File: src/rtl/alu_pkg.sv
// Shared ALU definitions: the ALU operation-select codes, the divide opcode
// encoding and the divide sequencer state type.
package alu_pkg;

    localparam logic [3:0] ALU_ADD   = 4'b0000;
    localparam logic [3:0] ALU_SUB   = 4'b1000;
    localparam logic [3:0] ALU_SLL   = 4'b0001;
    localparam logic [3:0] ALU_SLT   = 4'b0010;
    localparam logic [3:0] ALU_SLTU  = 4'b1010;
    localparam logic [3:0] ALU_PASSB = 4'b0011;
    localparam logic [3:0] ALU_XOR   = 4'b0100;
    localparam logic [3:0] ALU_SRA   = 4'b0101;
    localparam logic [3:0] ALU_SRL   = 4'b1101;
    localparam logic [3:0] ALU_OR    = 4'b0110;
    localparam logic [3:0] ALU_AND   = 4'b0111;

    // bit 1 selects remainder, bit 0 selects unsigned
    typedef enum logic [1:0] {
        DIV  = 2'b00,
        DIVU = 2'b01,
        REM  = 2'b10,
        REMU = 2'b11
    } div_op_e;

    typedef enum logic [2:0] {
        ST_IDLE  = 3'd0,
        ST_ABS_A = 3'd1,
        ST_ABS_B = 3'd2,
        ST_ITER  = 3'd3,
        ST_FIX   = 3'd4,
        ST_DONE  = 3'd5
    } div_state_e;

endpackage

File: src/rtl/alu_div_seq.sv
// Multi-cycle DIV/DIVU/REM/REMU sequencer. Owns no divider; it borrows the
// shared ALU (alu_req) and runs a restoring division, one quotient bit per
// cycle.
//
// Ports:
//   clk, rst_n                 clock, async active-low reset
//   start, op, dividend,       request (accepted only while ready)
//   divisor
//   flush                      synchronous abort
//   ready, busy, done, result  status and one-cycle result-valid pulse
//   alu_req, alu_a, alu_b,     borrowed-ALU request and operands
//   alu_sel
//   alu_f, alu_less            ALU result and unsigned borrow flag
//
// Build option: define ALU_DIV_CACHE_EN to keep the last computed
// quotient/remainder so a matching DIV/REM pair completes in two cycles.
//
// state    | meaning
// ---------+---------------------------------------------------------
// ST_IDLE  | ready, waiting for start
// ST_ABS_A | |dividend| via ALU, or bypass cycle for special/cached
// ST_ABS_B | |divisor| via ALU
// ST_ITER  | 32 restoring-division steps
// ST_FIX   | apply sign to quotient or remainder, latch result
// ST_DONE  | done pulse
module alu_div_seq
    import alu_pkg::*;
#(
    parameter int XLEN       = 32,
    parameter int ITER_CNT_W = 5
) (
    input  logic            clk,
    input  logic            rst_n,
    input  logic            start,
    input  logic [1:0]      op,
    input  logic [XLEN-1:0] dividend,
    input  logic [XLEN-1:0] divisor,
    input  logic            flush,
    output logic            ready,
    output logic            busy,
    output logic            done,
    output logic [XLEN-1:0] result,
    output logic            alu_req,
    output logic [XLEN-1:0] alu_a,
    output logic [XLEN-1:0] alu_b,
    output logic [3:0]      alu_sel,
    input  logic [XLEN-1:0] alu_f,
    input  logic            alu_less
);

    localparam logic [XLEN-1:0] MIN_NEG = {1'b1, {(XLEN-1){1'b0}}};

    div_state_e            state, state_nx;
    div_op_e               op_q;
    logic                  a_neg, b_neg;
    logic [XLEN-1:0]       quo, rem, dvs;
    logic [ITER_CNT_W-1:0] cnt;
    logic                  skip;
    logic [XLEN-1:0]       skip_res;
    logic [XLEN-1:0]       rs;
    logic                  take;
    logic                  accept;
    logic                  div0, ovf;

    assign rs     = {rem[XLEN-2:0], quo[XLEN-1]};
    // rem[31] set means the shifted partial remainder is >= 2^32, so it
    // always exceeds the divisor even though the ALU sees only 32 bits.
    assign take   = rem[XLEN-1] | ~alu_less;
    assign accept = (state == ST_IDLE) && start && !flush;
    assign div0   = (divisor == '0);
    assign ovf    = !op[0] && (dividend == MIN_NEG) && (divisor == '1);

    assign ready  = (state == ST_IDLE);
    assign busy   = ~ready;
    assign done   = (state == ST_DONE);

`ifdef ALU_DIV_CACHE_EN
    logic            c_valid, c_uns;
    logic [XLEN-1:0] c_a, c_b, c_quo, c_rem, a_raw, b_raw;
    logic            hit;

    assign hit = c_valid && (dividend == c_a) && (divisor == c_b) && (op[0] == c_uns);

    always_ff @(posedge clk or negedge rst_n) begin
        if (!rst_n) begin
            c_valid <= 1'b0;
            c_uns   <= 1'b0;
            c_a     <= '0;
            c_b     <= '0;
            c_quo   <= '0;
            c_rem   <= '0;
            a_raw   <= '0;
            b_raw   <= '0;
        end else begin
            if (accept) begin
                a_raw <= dividend;
                b_raw <= divisor;
            end
            if (flush && state != ST_IDLE && state != ST_DONE) begin
                c_valid <= 1'b0;
            end else if (state == ST_FIX) begin
                c_valid <= 1'b1;
                c_uns   <= op_q[0];
                c_a     <= a_raw;
                c_b     <= b_raw;
                c_quo   <= (a_neg ^ b_neg) ? -quo : quo;
                c_rem   <= a_neg ? -rem : rem;
            end
        end
    end
`endif

    always_ff @(posedge clk or negedge rst_n) begin
        if (!rst_n) begin
            state <= ST_IDLE;
        end else begin
            state <= state_nx;
        end
    end

    always_comb begin
        state_nx = state;
        alu_req  = 1'b0;
        alu_a    = '0;
        alu_b    = '0;
        alu_sel  = ALU_ADD;
        case (state)
            ST_IDLE: begin
                if (accept) state_nx = ST_ABS_A;
            end
            ST_ABS_A: begin
                if (skip) begin
                    state_nx = ST_DONE;
                end else begin
                    alu_req  = 1'b1;
                    alu_b    = quo;
                    alu_sel  = a_neg ? ALU_SUB : ALU_PASSB;
                    state_nx = ST_ABS_B;
                end
            end
            ST_ABS_B: begin
                alu_req  = 1'b1;
                alu_b    = dvs;
                alu_sel  = b_neg ? ALU_SUB : ALU_PASSB;
                state_nx = ST_ITER;
            end
            ST_ITER: begin
                alu_req = 1'b1;
                alu_a   = rs;
                alu_b   = dvs;
                alu_sel = ALU_SUB;
                if (cnt == '0) state_nx = ST_FIX;
            end
            ST_FIX: begin
                alu_req  = 1'b1;
                alu_b    = op_q[1] ? rem : quo;
                alu_sel  = (op_q[1] ? a_neg : (a_neg ^ b_neg)) ? ALU_SUB : ALU_PASSB;
                state_nx = ST_DONE;
            end
            ST_DONE: begin
                state_nx = ST_IDLE;
            end
            default: state_nx = ST_IDLE;
        endcase
        if (flush && state != ST_IDLE) state_nx = ST_IDLE;
    end

    always_ff @(posedge clk or negedge rst_n) begin
        if (!rst_n) begin
            op_q     <= DIV;
            a_neg    <= 1'b0;
            b_neg    <= 1'b0;
            quo      <= '0;
            rem      <= '0;
            dvs      <= '0;
            cnt      <= '0;
            skip     <= 1'b0;
            skip_res <= '0;
            result   <= '0;
        end else begin
            case (state)
                ST_IDLE: begin
                    if (accept) begin
                        op_q  <= div_op_e'(op);
                        a_neg <= !op[0] && dividend[XLEN-1];
                        b_neg <= !op[0] && divisor[XLEN-1];
                        quo   <= dividend;
                        dvs   <= divisor;
                        rem   <= '0;
                        cnt   <= '1;
                        if (div0) begin
                            skip     <= 1'b1;
                            skip_res <= op[1] ? dividend : '1;
                        end else if (ovf) begin
                            skip     <= 1'b1;
                            skip_res <= op[1] ? '0 : MIN_NEG;
`ifdef ALU_DIV_CACHE_EN
                        end else if (hit) begin
                            skip     <= 1'b1;
                            skip_res <= op[1] ? c_rem : c_quo;
`endif
                        end else begin
                            skip <= 1'b0;
                        end
                    end
                end
                ST_ABS_A: begin
                    if (skip) begin
                        if (!flush) result <= skip_res;
                    end else begin
                        quo <= alu_f;
                    end
                end
                ST_ABS_B: dvs <= alu_f;
                ST_ITER: begin
                    rem <= take ? alu_f : rs;
                    quo <= {quo[XLEN-2:0], take};
                    cnt <= cnt - ITER_CNT_W'(1);
                end
                ST_FIX: begin
                    if (!flush) result <= alu_f;
                end
                default: ;
            endcase
        end
    end

endmodule

File: config.mk
export PLATFORM = sky130hd
export DESIGN_NAME = alu_div_seq
export DESIGN_NICKNAME = d
export VERILOG_FILES = /design/src/rtl/alu_pkg.sv /design/src/rtl/alu_div_seq.sv
export SDC_FILE = /design/constraint.sdc
export NUM_CORES = 1
export LEC_CHECK = 0
export BUFFER_PORTS_ARGS = -buffer_cell sky130_fd_sc_hd__buf_2
export CAP_MARGIN = 20
export CORE_MARGIN = 2
export CORE_UTILIZATION = 50
export CTS_BUF_LIST = sky130_fd_sc_hd__clkbuf_4 sky130_fd_sc_hd__clkbuf_8 sky130_fd_sc_hd__clkbuf_16
export DETAILED_ROUTE_END_ITERATION = 12
export PLACE_DENSITY = 0.74
export SLEW_MARGIN = 20
export SYNTH_ARGS = -nofsm -noshare
export SYNTH_HDL_FRONTEND = slang
export SYNTH_SLANG_ARGS = --single-unit
File: constraint.sdc
create_clock -name clk -period 2.3 [get_ports clk]
set_input_delay 0.345 -clock clk [delete_from_list [all_inputs] [get_ports clk]]
set_output_delay 0.345 -clock clk [all_outputs]
set_load 0.01 [all_outputs]
==> results.md, run 1 <==
- Status: complete, but fails checks
- Failing checks: setup timing
- First-pass GRT wire length: 49900 µm
- P&R area growth vs syn: 27.4%
- Final setup viols: 95
- Synth Instances: 1015
- CP bufs+invs: 4
- Utilization after layout: 64.9%
- Largest net degree at the start of global routing: 65
- Max Clock Skew: 0.0101 ns
- Worst Path Arrival: 2.16 ns
- CP Depth: 7
- Synthesized Nets: 1120
- CP cell instances: buf_4, buf_6, buf_12, and3b_4, a221oi_2, o21ai_1, buf_2
- Hold WC Path Type: primary input to flop
- Setup crit start kind: flop
- Fmax: 0.399 GHz
- Rel. slew slack: 54.4%
- 1st-iter DRT viols: 1450
- Comb pwr share: 30.8%
- TritonCTS clock tree: built
- Fin. max-slew vios: 0
- P_leak: 0.00584 µW
- Bufs on Longest Clock Path: 2
- Io pins: 207
- Number of global-route vias before repair: 8655
- Core area: 18800 µm²
- Routed len/inst: 23.5 µm
- Critical path peak fanout: 8
- Die ar.: 20300 µm²
- Peak supply drop: 651 µV
- Nets: 1342
- GR Util met1: 44.1%
- Fill cells: 1496
- Post-synth EDFFs: 0
- Storage cell area: 4310 µm²
- Final ANT Viol Nets: 0
- Die Y-Extent: 142 µm
- Final Hold Viols: 0
- Ys async rst share: 100%
- Busiest grt layer: met2
- Setup TNS: -9.68 ns
- Area of the multi-input gates: 4770 µm²
- CTS root buffer: clkbuf_16
- Internal: 6660 µW
- Netlist cell types: 52
- Unrepaired setup endpoints after global routing: yes
- Row cnt: 50
- Dpl hpwl: 22200 µm
- Htree depth: 4
- Post-route minimum period: 2.50 ns
- Syn avg cell area: 9.42 µm²
- DP Area: 10900 µm²
- Yosys reg bits: 172
- Met3 Usage GRT: 6.63%
- CP Capture Type: primary output
- Flop2flop setup slack: -0.05 ns
- Initial Utilization: 51.0%
- Worst skew pair latency: 0.44 ns
- Crit-path max cell delay: 0.49 ns
- Total global routing track utilization: 32.4%
- Sequential area share after synthesis: 45.0%
- Register share of total power: 41.5%
- Clock transition at path regs: 0.07 ns
- Drt drc: 0
- Crit-path leading delay family: buffers and inverters
- Worst path slowest cell: dfrtp_2
- Met2 usage: 50.0%
- WS Path Type: flop to primary output
- Top_reg_cell synth: dfrtp_1
- Final Cycle Share: 109%
- Setup WS post-layout: -0.204 ns
- Clock power share: 27.6%
- Switching share of power: 36.7%
- Mapped cell area: 9560 µm²
- Via Count: 9279
- Yosys warning count: 0
- Clock sinks: 172
- Final Cell Area: 12200 µm²
- CTS buffer count: 17
- Net Sw Power: 3850 µW
- Die width: 142 µm
- Data required, critical path: 1.96 ns
- Number of I/O port buffers: 205
- Initial antenna violation count: 3
- Gr ovfl total: 0
- PwrDens: 862 nW/µm²
- Routability cong.: 0.935
- Vias per std cell: 6.25
- Layout cells sized above 1: 30.4%
- Hold path depth: 3
- Total routed wirelength: 34900 µm
- Worst reg2reg path depth: 9
- Worst-Margin Slew: 0.684 ns
- Drt first pass iters: 9
- Total of max-cap violations: 0
- DP Worst Slack: 0.0550 ns
what timing repair did:
action                     4_1_cts  5_1_grt
hold buffers                     1        0
resized for setup               30       10
buffers inserted                16       13
pin swaps                       27       12
hold endpoints to repair        43        0
cloned                           3       10
setup endpoints to repair       67       82
final timing paths:
kind | startpoint | end
max in group asynchronous | rst_n | skip_res[21]
max | state[1] | alu_sel[3]
max reg2reg | state[0] | skip
min in group asynchronous | rst_n | result[6]
min reg2reg | result[20] | result[20]
min | alu_f[17] | dvs[17]
power by group through the flow:
stage,clock (µW),combinational (µW),sequential (µW)
global route,3040,3470,4430
floorplan,0,1820,4140
CTS,2920,2950,4320
finish,2910,3240,4370
global placement,0,2730,4340
detailed placement,0,2790,4360
sequential cells by signal, indices dropped and copies added, names as in the netlist:
register  flops
result       32
skip_res     32
quo          32
state         3
dvs          32
cnt           5
rem          32
a_neg         1
b_neg         1
op_q          1
skip          1
cells in the mapped netlist, types with 3 or more instances:
cell	instances	area [µm²]
nand4_1	8	50.1
nor3_1	6	30.0
inv_1	37	139
mux2i_1	126	1260
o21ai_0	40	200
buf_6	3	33.8
nor4_1	14	87.6
a222oi_1	32	320
nand3_1	34	170
and2_1	35	219
dfrtp_1	172	4300
clkbuf_1	50	188
o22ai_2	30	375
nand2b_1	3	18.8
nor2_1	33	124
or3_1	3	18.8
nor4b_1	4	35.0
nand2_1	138	518
buf_2	22	110
a21oi_1	39	195
buf_12	4	80.1
xnor2_1	3	26.3
o21ai_1	102	510
buf_1	6	22.5
nor2b_1	37	231
logic make-up after synthesis:
logic type	Yosys count	share of synthesized area, %
other	1	0.0392
XOR/XNOR	3	0.275
buffers and inverters	126	6.23
multiplexers	126	13.2
AND/OR/NAND/NOR	333	17.6
AO/OA/AOI/OAI	252	17.5
adder cells (fa/ha/maj)	2	0.262
flip-flops	172	45.0
per-layer routing:
metal	wire, µm	part of all wire, %	up-vias
met2	15800	45	632
met5	0	0	-
met3	3490	10	149
li1	-	-	4053
met4	1980	5.7	0
met1	13600	39	4445
through the flow:
| stage | cells | hold WS (ns) | total power [µW] |
|---|---|---|---|
| finish | 1485 | 0.174 | 10500 |
| global route | 1485 | 0.172 | 10900 |
| floorplan | 1015 | 0.0494 | 5960 |
| global placement | 1409 | 0.313 | 7070 |
| CTS | 1461 | 0.164 | 10200 |
| detailed placement | 1409 | 0.312 | 7150 |
area by class of cell:
type | instances | area share, %
repair buffers | 290 | 17.2
well taps | 234 | 2.40
flip-flops and latches | 172 | 35.3
inverters | 39 | 1.22
clock inverters | 15 | 1.25
diodes | 1 | 0.0205
multi-input cells | 717 | 39.1
clock buffers | 17 | 3.49
worst reg2reg max path: cells and delay by family (launching register included):
| kind | cells | cell delay [ns] |
|---|---|---|
| simple gates | 4 | 1.06 |
| buf+inv | 4 | 0.63 |
| flops | 1 | 0.44 |
| compound gates | 1 | 0.14 |
cell usage in the layout, fill, tap and decap left out, types with 25 or more instances in the layout:
master / n
buf_2: 201
nand3_1: 33
o22ai_2: 30
inv_1: 37
buf_4: 49
mux2i_1: 126
a21oi_1: 39
nor2b_1: 35
and2_1: 30
o21ai_0: 39
nand2_1: 136
o21ai_1: 102
clkbuf_16: 25
dfrtp_1: 169
a222oi_1: 32
nor2_1: 33
No activity file was read; power rests on OpenSTA's default activity.
==> run 2, diff against run 1 <==
--- a/config.mk
+++ b/config.mk
@@ -8,10 +8,10 @@
 export BUFFER_PORTS_ARGS = -buffer_cell sky130_fd_sc_hd__buf_2
 export CAP_MARGIN = 20
 export CORE_MARGIN = 2
-export CORE_UTILIZATION = 50
-export CTS_BUF_LIST = sky130_fd_sc_hd__clkbuf_4 sky130_fd_sc_hd__clkbuf_8 sky130_fd_sc_hd__clkbuf_16
+export CORE_UTILIZATION = 25
+export CTS_BUF_LIST = sky130_fd_sc_hd__clkbuf_2
+export CTS_CLUSTER_DIAMETER = 200
 export DETAILED_ROUTE_END_ITERATION = 12
-export PLACE_DENSITY = 0.74
 export SLEW_MARGIN = 20
 export SYNTH_ARGS = -nofsm -noshare
 export SYNTH_HDL_FRONTEND = slang
==> run 2 against run 1 <==
Effect of this change: the run still ends with setup timing left; non-clock buffer count is 102 higher; clock power shrank 35%; combinational power grew 4%; clock skew increased by 0.046 ns; register-to-register slack got worse by 0.09 ns; global-route usage decreased by 13 points; via count is 0.58% lower; design area up 9.5%; fmax shrank 14%; final cell count is 26% higher.
==> results.md, run 2 (synthesis gave the netlist of run 1 again) <==
- Total of max-cap violations: 0
- Io pins: 207
- CP cell instances: nand2b_4, nor3_2, o21bai_4, buf_12, a222oi_1, inv_1, buf_2
- Worst path slowest cell: dfrtp_2
- Drt drc: 0
- Clock transition at path regs: 0.30 ns
- Worst reg2reg path depth: 9
- Core area: 37700 µm²
- Hold WC Path Type: primary input to asynchronous set/reset pin
- Rel. slew slack: 51.1%
- Net Sw Power: 3700 µW
- Crit-path max cell delay: 0.53 ns
- PwrDens: 719 nW/µm²
- Via Count: 9225
- CTS buffer count: 17
- Bufs on Longest Clock Path: 2
- Nets: 1444
- CTS root buffer: clkbuf_2
- Most common cell after layout, fill and taps aside: buf_2
- P&R area growth vs syn: 39.5%
- Total global routing track utilization: 19.1%
- Worst-Margin Slew: 0.733 ns
- Vias per std cell: 4.95
- Die Y-Extent: 200 µm
- Final ANT Viol Nets: 0
- Critical path peak fanout: 13
- DP Worst Slack: -0.130 ns
- Clock sinks: 172
- Worst Path Arrival: 2.58 ns
- Most frequent cells in the layout: buf_2, dfrtp_1, nand2_1, mux2i_1, dlygate4sd3_1
- Data required, critical path: 1.96 ns
- DP Area: 11300 µm²
- Die width: 200 µm
- Max Clock Skew: 0.0565 ns
- Total routed wirelength: 39100 µm
- Post-route minimum period: 2.92 ns
- RR Startpoint: state[1]
- Non-Filler Instances: 1865
- Final Cycle Share: 127%
- Placed cells: 1691
- Failing checks: setup timing
- Drt first pass iters: 8
- Htree depth: 4
- Register share of total power: 45.2%
- Final Hold Viols: 0
- Initial Utilization: 25.4%
- Die ar.: 39800 µm²
- Fmax: 0.342 GHz
- Dpl hpwl: 26500 µm
- Flop2flop setup slack: -0.14 ns
- 1st-iter DRT viols: 760
- Routed len/inst: 21.0 µm
- Final Cell Area: 13300 µm²
- Gr ovfl total: 0
- Final setup viols: 102
- RR Endpoint: skip_res[7]
- Switching share of power: 38.6%
- Number of I/O port buffers: 205
- First-pass GRT wire length: 56400 µm
- Worst skew pair latency: 0.82 ns
- Initial antenna violation count: 2
- Peak supply drop: 328 µV
- WS Path Type: flop to primary output
- Layout cells sized above 1: 28.3%
- Internal: 5890 µW
- Unrepaired setup endpoints after global routing: yes
- Comb pwr share: 35.1%
- CP Capture Type: primary output
- P_leak: 0.00617 µW
- Fin. max-slew vios: 0
- Setup crit start kind: flop
- Setup WS post-layout: -0.625 ns
- Number of global-route vias before repair: 9000
- Largest net degree at the start of global routing: 71
- Routability cong.: 0.856
- TritonCTS clock tree: built
- Status: complete, but fails checks
- Row cnt: 71
- Clock power share: 19.6%
[run 2: what timing repair did]
action                                  4_1_cts  5_1_grt
hold buffers                                104        0
endpoints found under the setup margin       71      116
endpoints found under the hold margin       336        0
gates cloned                                  4        5
buffers inserted                             16       13
gates resized for setup                      33       22
pin swaps                                    29       12
[run 2: worst max path at each step]
| stage | to | cells after the start | start | slack, ns |
|---|---|---|---|---|
| CTS | alu_b[28] | 7 | state[0] | -0.67 |
| global placement | skip_res[10] | 7 | divisor[6] | -0.1 |
| detailed placement | skip_res[13] | 7 | divisor[2] | -0.13 |
| finish | alu_b[28] | 7 | state[0] | -0.62 |
| global route | alu_b[1] | 7 | state[0] | -0.79 |
| floorplan | alu_sel[1] | 10 | state[2] | 0.14 |
[run 2: critical path: cells and delay by family, from the launching register on]
family	cells	cell delay (ns)
DFF	1	0.53
AOI/OAI and AO/OA	2	0.72
buffers and inverters	3	0.39
and+or+nand+nor	2	0.13
[run 2: layer usage]
metal / track usage, % / routed length (µm)
met3: 4.00 / 2830
met1: 25.5 / 16900
met5: 0 / 0
met2: 31.8 / 18700
met4: 4.20 / 616
[run 2: through the flow]
| stage | hold slack [ns] | total power [µW] | utilization, % | TNS [ns] |
|---|---|---|---|---|
| 5_1_grt | 0.0290 | 10200 | 35.4 | -43.36 |
| 6_report | 0.0742 | 9590 | 35.4 | -32.60 |
| 2_1_floorplan | 0.0494 | 5960 | - | 0 |
| 3_3_place_gp | 0.224 | 7150 | 30.1 | -2.24 |
| 3_5_place_dp | 0.229 | 7220 | 30.1 | -3.36 |
| 4_1_cts | 0.00460 | 9450 | 34.5 | -33.29 |
[run 2: power groups by stage]
stage | clock [µW] | combinational, µW | sequential [µW]
after floorplan | 0 | 1820 | 4140
final | 1880 | 3370 | 4340
after CTS | 1940 | 3190 | 4320
after global placement | 0 | 2790 | 4360
after global routing | 2040 | 3700 | 4450
after detailed placement | 0 | 2840 | 4380
[run 2: layout make-up]
type	count	area (µm²)
repair buffers	392	3140
well taps	511	639
inverters	39	151
flip-flops and latches	172	4310
diodes	2	5.00
fillers	3929	24300
clock inverters	15	188
clock buffers	17	85.1
multi-input cells	717	4830
==> run 3, diff against run 2 <==
--- a/config.mk
+++ b/config.mk
@@ -12,6 +12,7 @@
 export CTS_BUF_LIST = sky130_fd_sc_hd__clkbuf_2
 export CTS_CLUSTER_DIAMETER = 200
 export DETAILED_ROUTE_END_ITERATION = 12
+export HOLD_SLACK_MARGIN = 0.1
 export SLEW_MARGIN = 20
 export SYNTH_ARGS = -nofsm -noshare
 export SYNTH_HDL_FRONTEND = slang
==> run 3 against run 2 <==
Effect of this change: the run still ends with setup timing left; non-clock buffer count grew 3; routed wire length is essentially flat; worst hold slack gained 0.16 ns; critical path depth is the same; setup slack gained 0.00060 ns; sequential cell count is the same; combinational power is essentially flat.
==> results.md, run 3 (synthesis gave the netlist of run 1 again) <==
- Status: complete, but fails checks
- Failing checks: setup timing
- Largest net degree at the start of global routing: 71
- CTS buffer count: 17
- Utilization after layout: 35.5%
- CP bufs+invs: 3
- CP Capture Type: primary output
- Internal: 5890 µW
- Clock power share: 19.6%
- Final Hold Viols: 0
- Gr ovfl total: 0
- Fill cells: 3924
- Number of I/O port buffers: 205
- Most common cell after layout, fill and taps aside: buf_2
- First-pass GRT wire length: 56400 µm
- Via Count: 9230
- WS Path Type: flop to primary output
- Row cnt: 71
- Routability cong.: 0.856
- Routed len/inst: 20.9 µm
- Drt drc: 0
- PwrDens: 717 nW/µm²
- Die width: 200 µm
- Worst Path Arrival: 2.58 ns
- CP cell instances: nand2b_4, nor3_2, o21bai_4, buf_6, a222oi_1, inv_1, buf_2
- Crit path from: state[0]
- Max Clock Skew: 0.0557 ns
- Hold path start: divisor[9]
- Critical path peak fanout: 6
- Unrepaired setup endpoints after global routing: yes
- Fin. max-slew vios: 0
- Crit-path leading delay family: compound AO/OA/AOI/OAI gates
- Area of the multi-input gates: 4840 µm²
- Net Sw Power: 3700 µW
- Worst path slowest cell: dfrtp_2
- Register share of total power: 45.2%
- Final ANT Viol Nets: 0
- Layout cells sized above 1: 28.3%
- Power Total: 9590 µW
- DP Worst Slack: -0.130 ns
- Total routed wirelength: 39100 µm
- P_leak: 0.00618 µW
- Nets: 1447
- Setup WS post-layout: -0.624 ns
- Data required, critical path: 1.96 ns
- Peak supply drop: 325 µV
- Initial Utilization: 25.4%
- Bufs on Longest Clock Path: 2
- CTS root buffer: clkbuf_2
- Core area: 37700 µm²
- P&R area growth vs syn: 40.0%
- Non-Filler Instances: 1868
- 1st-iter DRT viols: 698
- Switching share of power: 38.6%
- Final Cycle Share: 127%
- Placed cells: 1691
- Htree depth: 4
- Die Y-Extent: 200 µm
- Die ar.: 39800 µm²
- Comb pwr share: 35.1%
- Post-route minimum period: 2.92 ns
- Clock transition at path regs: 0.30 ns
- Number of global-route vias before repair: 9027
- Final setup viols: 104
- TritonCTS clock tree: built
- Most frequent cells in the layout: buf_2, dfrtp_1, nand2_1, mux2i_1, dlygate4sd3_1
- Hold WC Path Type: primary input to flop
- Crit-path max cell delay: 0.53 ns
- Total of max-cap violations: 0
- Drt first pass iters: 6
- Initial antenna violation count: 2
- Vias per std cell: 4.94
- Dpl hpwl: 26500 µm
- Storage cell area: 4310 µm²
- Clock sinks: 172
- Worst-Margin Slew: 0.730 ns
- Io pins: 207
- Setup crit start kind: flop
- RR Startpoint: state[1]
- Worst skew pair latency: 0.81 ns
- Rel. slew slack: 51.3%
- Total global routing track utilization: 19.1%
- Fmax: 0.342 GHz
run 3: cell types whose count changed in the layout (fill, tap and decap cells not counted):
| cell | before | now |
|---|---|---|
| nor3_1 | 3 | 2 |
| buf_2 | 200 | 201 |
| nor4_1 | 13 | 12 |
| nor4_2 | 0 | 1 |
| buf_4 | 47 | 46 |
| nor3_2 | 2 | 3 |
| dlygate4sd3_1 | 103 | 106 |
run 3: area by class of cell:
type,instances,area share [%]
diodes,2,0.0374
clock buffers,17,0.636
clock inverters,15,1.40
inverters,39,1.13
multi-input cells,717,36.2
flip-flops and latches,172,32.2
well taps,511,4.78
repair buffers,395,23.6
run 3: repair_timing:
item                                   4_1_cts  5_1_grt
cloned                                       4        5
pin swaps                                   29       12
hold buffers                               107        0
gates resized for setup                     33       23
buffers inserted                            16       13
setup endpoints to repair                   71      116
endpoints found under the hold margin      338        0
run 3: metrics by stage:
stage	setup TNS (ns)	hold slack, ns	area (µm²)
global placement	-2.24	0.224	11300
global route	-43.38	0.193	13400
CTS	-33.29	0.123	13000
floorplan	0	0.0494	9560
detailed placement	-3.36	0.229	11300
finish	-32.54	0.233	13400
run 3: worst register-to-register path: stages (launching register included):
cell,delay [ns]
dfrtp_2,0.57
buf_6,0.16
buf_6,0.12
nor3_4,0.28
buf_6,0.16
nand4_1,0.15
nor4_4,0.36
and2_4,0.30
buf_12,0.17
o22ai_2,0.08
run 3: final timing paths:
check                               end  slack [ns]  cells past startpoint
min reg2reg                   result[5]        0.52                      2
min in group asynchronous          skip        0.61                      4
max reg2reg                 skip_res[7]       -0.15                      9
max                            alu_b[1]       -0.62                      7
min                        skip_res[31]        0.23                      6
max in group asynchronous   skip_res[3]        1.20                      4
run 3: power by group through the flow:
stage | registers, µW | clock network (µW) | logic [µW]
after global routing | 4450 | 2040 | 3700
after CTS | 4320 | 1940 | 3190
after global placement | 4360 | 0 | 2790
after floorplan | 4140 | 0 | 1820
after detailed placement | 4380 | 0 | 2840
final | 4340 | 1880 | 3370
run 3: metal layers:
metal | vias up | wire (µm) | GRT usage [%]
met4 | 0 | 610 | 4.20
met5 | - | 0 | 0
li1 | 4263 | - | -
met1 | 4551 | 17000 | 25.5
met2 | 374 | 18700 | 31.8
met3 | 42 | 2720 | 3.95
